<file path="src/rtl/fir_result_fifo.sv">
// fir_result_fifo: output stage of the 3-tap FIR.
// Each full-width result is rounded (half-up), right-shifted and clipped to OUT_W bits.
// The narrowed sample is then queued in a first-word-fall-through FIFO for the consumer.
// Saturation is reported as a one-cycle pulse. A result dropped on a full FIFO sets a sticky flag.
module fir_result_fifo #(
  parameter int IN_W   = 18,
  parameter int OUT_W  = 8,
  parameter int SHIFT  = 2,
  parameter int DEPTH  = 8,
  parameter int ADDR_W = 3
) (
  input  logic                    clk,
  input  logic                    rst,
  input  logic signed [IN_W-1:0]  y_in,
  input  logic                    y_valid,
  output logic signed [OUT_W-1:0] m_data,
  output logic                    m_valid,
  input  logic                    m_ready,
  output logic [ADDR_W:0]         count,
  output logic                    sat_flag,
  output logic                    overflow
);

  // One guard bit above the input so the rounding add can never wrap.
  localparam int EXT_W = IN_W + 1;
  localparam logic signed [EXT_W-1:0] MAX_V = EXT_W'((1 << (OUT_W - 1)) - 1);
  localparam logic signed [EXT_W-1:0] MIN_V = ~MAX_V;
  localparam logic [ADDR_W:0]         FULL_COUNT = (ADDR_W + 1)'(DEPTH);

  logic signed [EXT_W-1:0] y_ext;
  logic signed [EXT_W-1:0] scaled;
  logic signed [OUT_W-1:0] clipped;
  logic                    clip_hit;

  assign y_ext = $signed({y_in[IN_W-1], y_in});

  generate
    if (SHIFT > 0) begin : g_round
      localparam logic signed [EXT_W-1:0] HALF = EXT_W'(1 << (SHIFT - 1));
      assign scaled = (y_ext + HALF) >>> SHIFT;
    end else begin : g_pass
      assign scaled = y_ext;
    end
  endgenerate

  // Clip the rescaled value into the signed OUT_W range and note whether it was clipped.
  always_comb begin
    clipped  = scaled[OUT_W-1:0];
    clip_hit = 1'b0;
    if (scaled > MAX_V) begin
      clipped  = MAX_V[OUT_W-1:0];
      clip_hit = 1'b1;
    end else if (scaled < MIN_V) begin
      clipped  = MIN_V[OUT_W-1:0];
      clip_hit = 1'b1;
    end
  end

  // Stage-1 registers, FIFO bookkeeping and flags.
  logic                    s1_valid_q, s1_valid_d;
  logic signed [OUT_W-1:0] s1_data_q, s1_data_d;
  logic                    sat_q, sat_d;
  logic [ADDR_W-1:0]       wr_ptr_q, wr_ptr_d;
  logic [ADDR_W-1:0]       rd_ptr_q, rd_ptr_d;
  logic [ADDR_W:0]         count_q, count_d;
  logic                    overflow_q, overflow_d;
  logic signed [OUT_W-1:0] mem_q [DEPTH];

  logic empty;
  logic full;
  logic pop;
  logic push;
  logic drop;

  // Handshake decode. A pop frees a slot in the same cycle, so a full FIFO can still accept a push.
  always_comb begin
    empty = (count_q == '0);
    full  = (count_q == FULL_COUNT);
    pop   = !empty && m_ready;
    push  = s1_valid_q && (!full || pop);
    drop  = s1_valid_q && full && !pop;
  end

  // Next-state for stage 1, pointers, occupancy and the sticky overflow flag.
  always_comb begin
    s1_valid_d = y_valid;
    s1_data_d  = s1_data_q;
    sat_d      = y_valid && clip_hit;
    wr_ptr_d   = wr_ptr_q;
    rd_ptr_d   = rd_ptr_q;
    count_d    = count_q;
    overflow_d = overflow_q || drop;
    if (y_valid) begin
      s1_data_d = clipped;
    end
    if (push) begin
      wr_ptr_d = wr_ptr_q + ADDR_W'(1);
    end
    if (pop) begin
      rd_ptr_d = rd_ptr_q + ADDR_W'(1);
    end
    if (push && !pop) begin
      count_d = count_q + (ADDR_W + 1)'(1);
    end else if (pop && !push) begin
      count_d = count_q - (ADDR_W + 1)'(1);
    end
  end

  // State register. Reset also discards whatever sits in stage 1.
  always_ff @(posedge clk or posedge rst) begin
    if (rst) begin
      s1_valid_q <= 1'b0;
      s1_data_q  <= '0;
      sat_q      <= 1'b0;
      wr_ptr_q   <= '0;
      rd_ptr_q   <= '0;
      count_q    <= '0;
      overflow_q <= 1'b0;
    end else begin
      s1_valid_q <= s1_valid_d;
      s1_data_q  <= s1_data_d;
      sat_q      <= sat_d;
      wr_ptr_q   <= wr_ptr_d;
      rd_ptr_q   <= rd_ptr_d;
      count_q    <= count_d;
      overflow_q <= overflow_d;
    end
  end

  // Storage array. No reset is needed because m_data is masked while the FIFO is empty.
  always_ff @(posedge clk) begin
    if (push) begin
      mem_q[wr_ptr_q] <= s1_data_q;
    end
  end

  assign m_valid  = !empty;
  assign m_data   = empty ? '0 : mem_q[rd_ptr_q];
  assign count    = count_q;
  assign sat_flag = sat_q;
  assign overflow = overflow_q;

endmodule

</file>
<file path="config.mk">
export PLATFORM = sky130hd
export DESIGN_NAME = fir_result_fifo
export DESIGN_NICKNAME = d
export VERILOG_FILES = /design/src/rtl/fir_result_fifo.sv
export SDC_FILE = /design/constraint.sdc
export NUM_CORES = 1
export LEC_CHECK = 0
export BUFFER_PORTS_ARGS = -buffer_cell sky130_fd_sc_hd__buf_2
export CAP_MARGIN = 20
export CORE_AREA = 10 10 107 128
export DETAILED_ROUTE_END_ITERATION = 10
export DIE_AREA = 0 0 117 138
export GPL_TIMING_DRIVEN = 0
export PLACE_DENSITY = 0.53
export SYNTH_ARGS = -nofsm -noshare
export SYNTH_HDL_FRONTEND = slang
export SYNTH_SLANG_ARGS = --single-unit
export TNS_END_PERCENT = 1
</file>
<file path="constraint.sdc">
create_clock -name clk -period 4.7 [get_ports clk]
set_input_delay 1.41 -clock clk [delete_from_list [all_inputs] [get_ports clk]]
set_output_delay 1.41 -clock clk [all_outputs]
set_load 0.03 [all_outputs]
</file>
==> out/qor.csv <==
metric;value;unit
outcome;finished, final reports clean;
min_period;3885;ps
dp_hpwl;5787;um
min_period_over_period;82.66;%
required;3290;ps
netlist_area;3923;um2
drive_gt1_share;25.55;%
tightest_slew;938.9;ps
die_h;138;um
via_per_inst;5.204;
io-pin-count;37;
core;11300;um2
io_buffers;34;
top_layer_used;met4;
drc;0;
rsz0062_at_grt;false;
grt_pass1_vias;2491;
wl_met1;3380;um
crit_fanout;10;
finalHoldViolCount;0;
maxCapViolations;0;
synthTopCellsByArea;edfxtp_1, dfrtp_1, mux4_2, a21oi_1, mux2i_1;
yosys.area.top_type;edfxtp_1;
dr.pass1.iters;4;
avgSynthCellArea;14.58;um2
wl_per_cell;17.11;um
postCtsHoldBufs;0;
cts_resized;0;
utilization;40.59;%
ir_worst_vdd;0.2029;mV
tns;0;ps
syn_inst;269;
r2r_cells;11;
hold_class;flip-flop to flip-flop;
vias;2373;
finClkSkew;5.238;ps
synth-edff-count;64;
final_cell_count_no_fill;456;
hold_path.startpoint;overflow$_DFF_PP0_;
ys_seq_elements;85;
crit_arrival;2470;ps
dieArea;16150;um2
ys_seq_area_share;62.39;%
dpl_cell_area;4272;um2
dr.first_iter.drc_count;179;
power_density;582.3;nW/um2
wl_met2;4007;um
cts_inserted_buffers;9;
holdPathStages;1;
htree_levels;3;
critPathKind;flip-flop to output port;
reg2reg_from;count[0]$_DFFE_PP0P_;
fin_nets;345;
met3_length;247;um
clkTransAtPathRegs;60;ps
cts_root_buffer;clkbuf_16;
routabilityCongestion;0.8097;
syn-num-nets;298;
synth_top_area_share;49.00;%
grt_first_pass_wirelength;12850;um
post_cts_buffers;0;
post-route-cell-area;4586;um2
cts_tree;yes;
p_leak;1.679;nW
max_freq;0.2574;GHz
startpoint_type;flip-flop;
cp-end-kind;output port;
clockBufferDepth;2;
syn_to_final_growth;16.91;%
final_antenna_net_count;0;
antenna_found_initial;0;
ff_latch_area;2447;um2
synth_ff_type;edfxtp_1;
slew_headroom;36.89;%
async_reset_ff_share;24.71;%
diodes;0;
dp_cells;440;
ys_warn_count;0;
fill_cells;1063;
layout_common_cells;edfxtp_1, buf_2, nor2_1, dfrtp_1, a21oi_1;
die_w;117;um
clk_latency;330;ps
rr_endpoint;count[3]$_DFFE_PP0P_;
ys_types;48;
rows;43;
fin_ws;815.2;ps
multi_input_area;1415;um2
hold_path_end;overflow$_DFF_PP0_;
place_ws;1085;ps
layout_commonest_cell;edfxtp_1;
overflow;0;
rrSetupSlack;1590;ps
start_util;34.72;%
routed_wl;7804;um
numClockSinks;85;
slew_violations;0;
grt_use_total;10.21;%
grt_max_degree;22;
setup_violations;0;
layout make-up:
cell class,instances,area share [%]
flip-flops and latches,85,53.37
well taps,135,3.683
plain buffers,8,0.7367
clock inverters,3,0.9550
repair buffers,36,3.929
multi-input cells,169,30.86
inverters,7,0.5730
clock buffers,13,5.894
flip-flops by register name (all words and copies together), names as in the netlist:
register and flops:
wr_ptr_q 3, overflow 1, sat_flag 1, rd_ptr_q 3, s1_valid_q 1, mem_q 64
s1_data_q 8, count 4
through the flow:
| step | hold slack [ps] | power, mW |
|---|---|---|
| 6_report | 472.8 | 2.670 |
| 5_1_grt | 508.7 | 2.828 |
| 4_1_cts | 482.2 | 2.717 |
| 3_5_place_dp | 467.6 | 1.995 |
| 3_3_place_gp | 455.3 | 1.976 |
| 2_1_floorplan | 485.6 | 1.730 |
metal layers:
layer / GRT usage, % / vias up
met4: 5.280 / 0
met5: 0 / -
met1: 11.87 / 1180
met3: 2.078 / 11
met2: 17.12 / 49
li1: - / 1133
cell usage after synthesis, drive strengths merged (3+ instances only):
| library cell | number |
|---|---|
| inv | 7 |
| dfrtp | 21 |
| xnor2 | 9 |
| edfxtp | 64 |
| o21bai | 3 |
| o21ai | 4 |
| nand2b | 4 |
| nand2 | 17 |
| nand3 | 8 |
| mux2 | 3 |
| nor2 | 21 |
| clkbuf | 3 |
| xor2 | 3 |
| mux4 | 16 |
| nor4 | 5 |
| a21oi | 20 |
| a22oi | 7 |
| ha | 6 |
| nor3 | 7 |
| mux2i | 10 |
| buf | 5 |
worst max-delay path, stage by stage, from the launching register on:
cell,delay (ps)
dfrtp_1,340
buf_1,410
clkbuf_1,550
mux4_2,420
mux2i_1,150
nor2_1,50
buf_2,210
worst max-delay path by stage:
| stage | startpoint | endpoint | slack [ps] |
|---|---|---|---|
| finish | rd_ptr_q[1]$_DFFE_PP0P_ | m_data[1] | 820 |
| floorplan | rd_ptr_q[0]$_DFFE_PP0P_ | m_data[6] | 1610 |
| CTS | rd_ptr_q[1]$_DFFE_PP0P_ | m_data[2] | 720 |
| detailed placement | rd_ptr_q[1]$_DFFE_PP0P_ | m_data[1] | 1090 |
| global route | rd_ptr_q[1]$_DFFE_PP0P_ | m_data[1] | 620 |
| global placement | rd_ptr_q[1]$_DFFE_PP0P_ | m_data[2] | 1090 |
report_power, final:
| group | switching, mW | internal (mW) | total [mW] |
|---|---|---|---|
| clock | 0.264 | 0.455 | 0.719 |
| combinational | 0.544 | 0.371 | 0.915 |
| sequential | 0.0839 | 0.952 | 1.04 |
logic make-up (layout without fill, tap and decap cells):
| group | count (synthesis) | in the layout | share of synthesized area, % |
|---|---|---|---|
| AOI/OAI and AO/OA | 46 | 46 | 8.262 |
| xor gates and xnor gates | 12 | 12 | 2.680 |
| adders and majority gates | 7 | 7 | 2.424 |
| buffers and inverters | 15 | 67 | 1.531 |
| DFF | 85 | 85 | 62.39 |
| muxes | 29 | 29 | 12.60 |
| and+or+nand+nor | 75 | 75 | 10.11 |
Note: power is estimated with default switching activity, not from simulation.
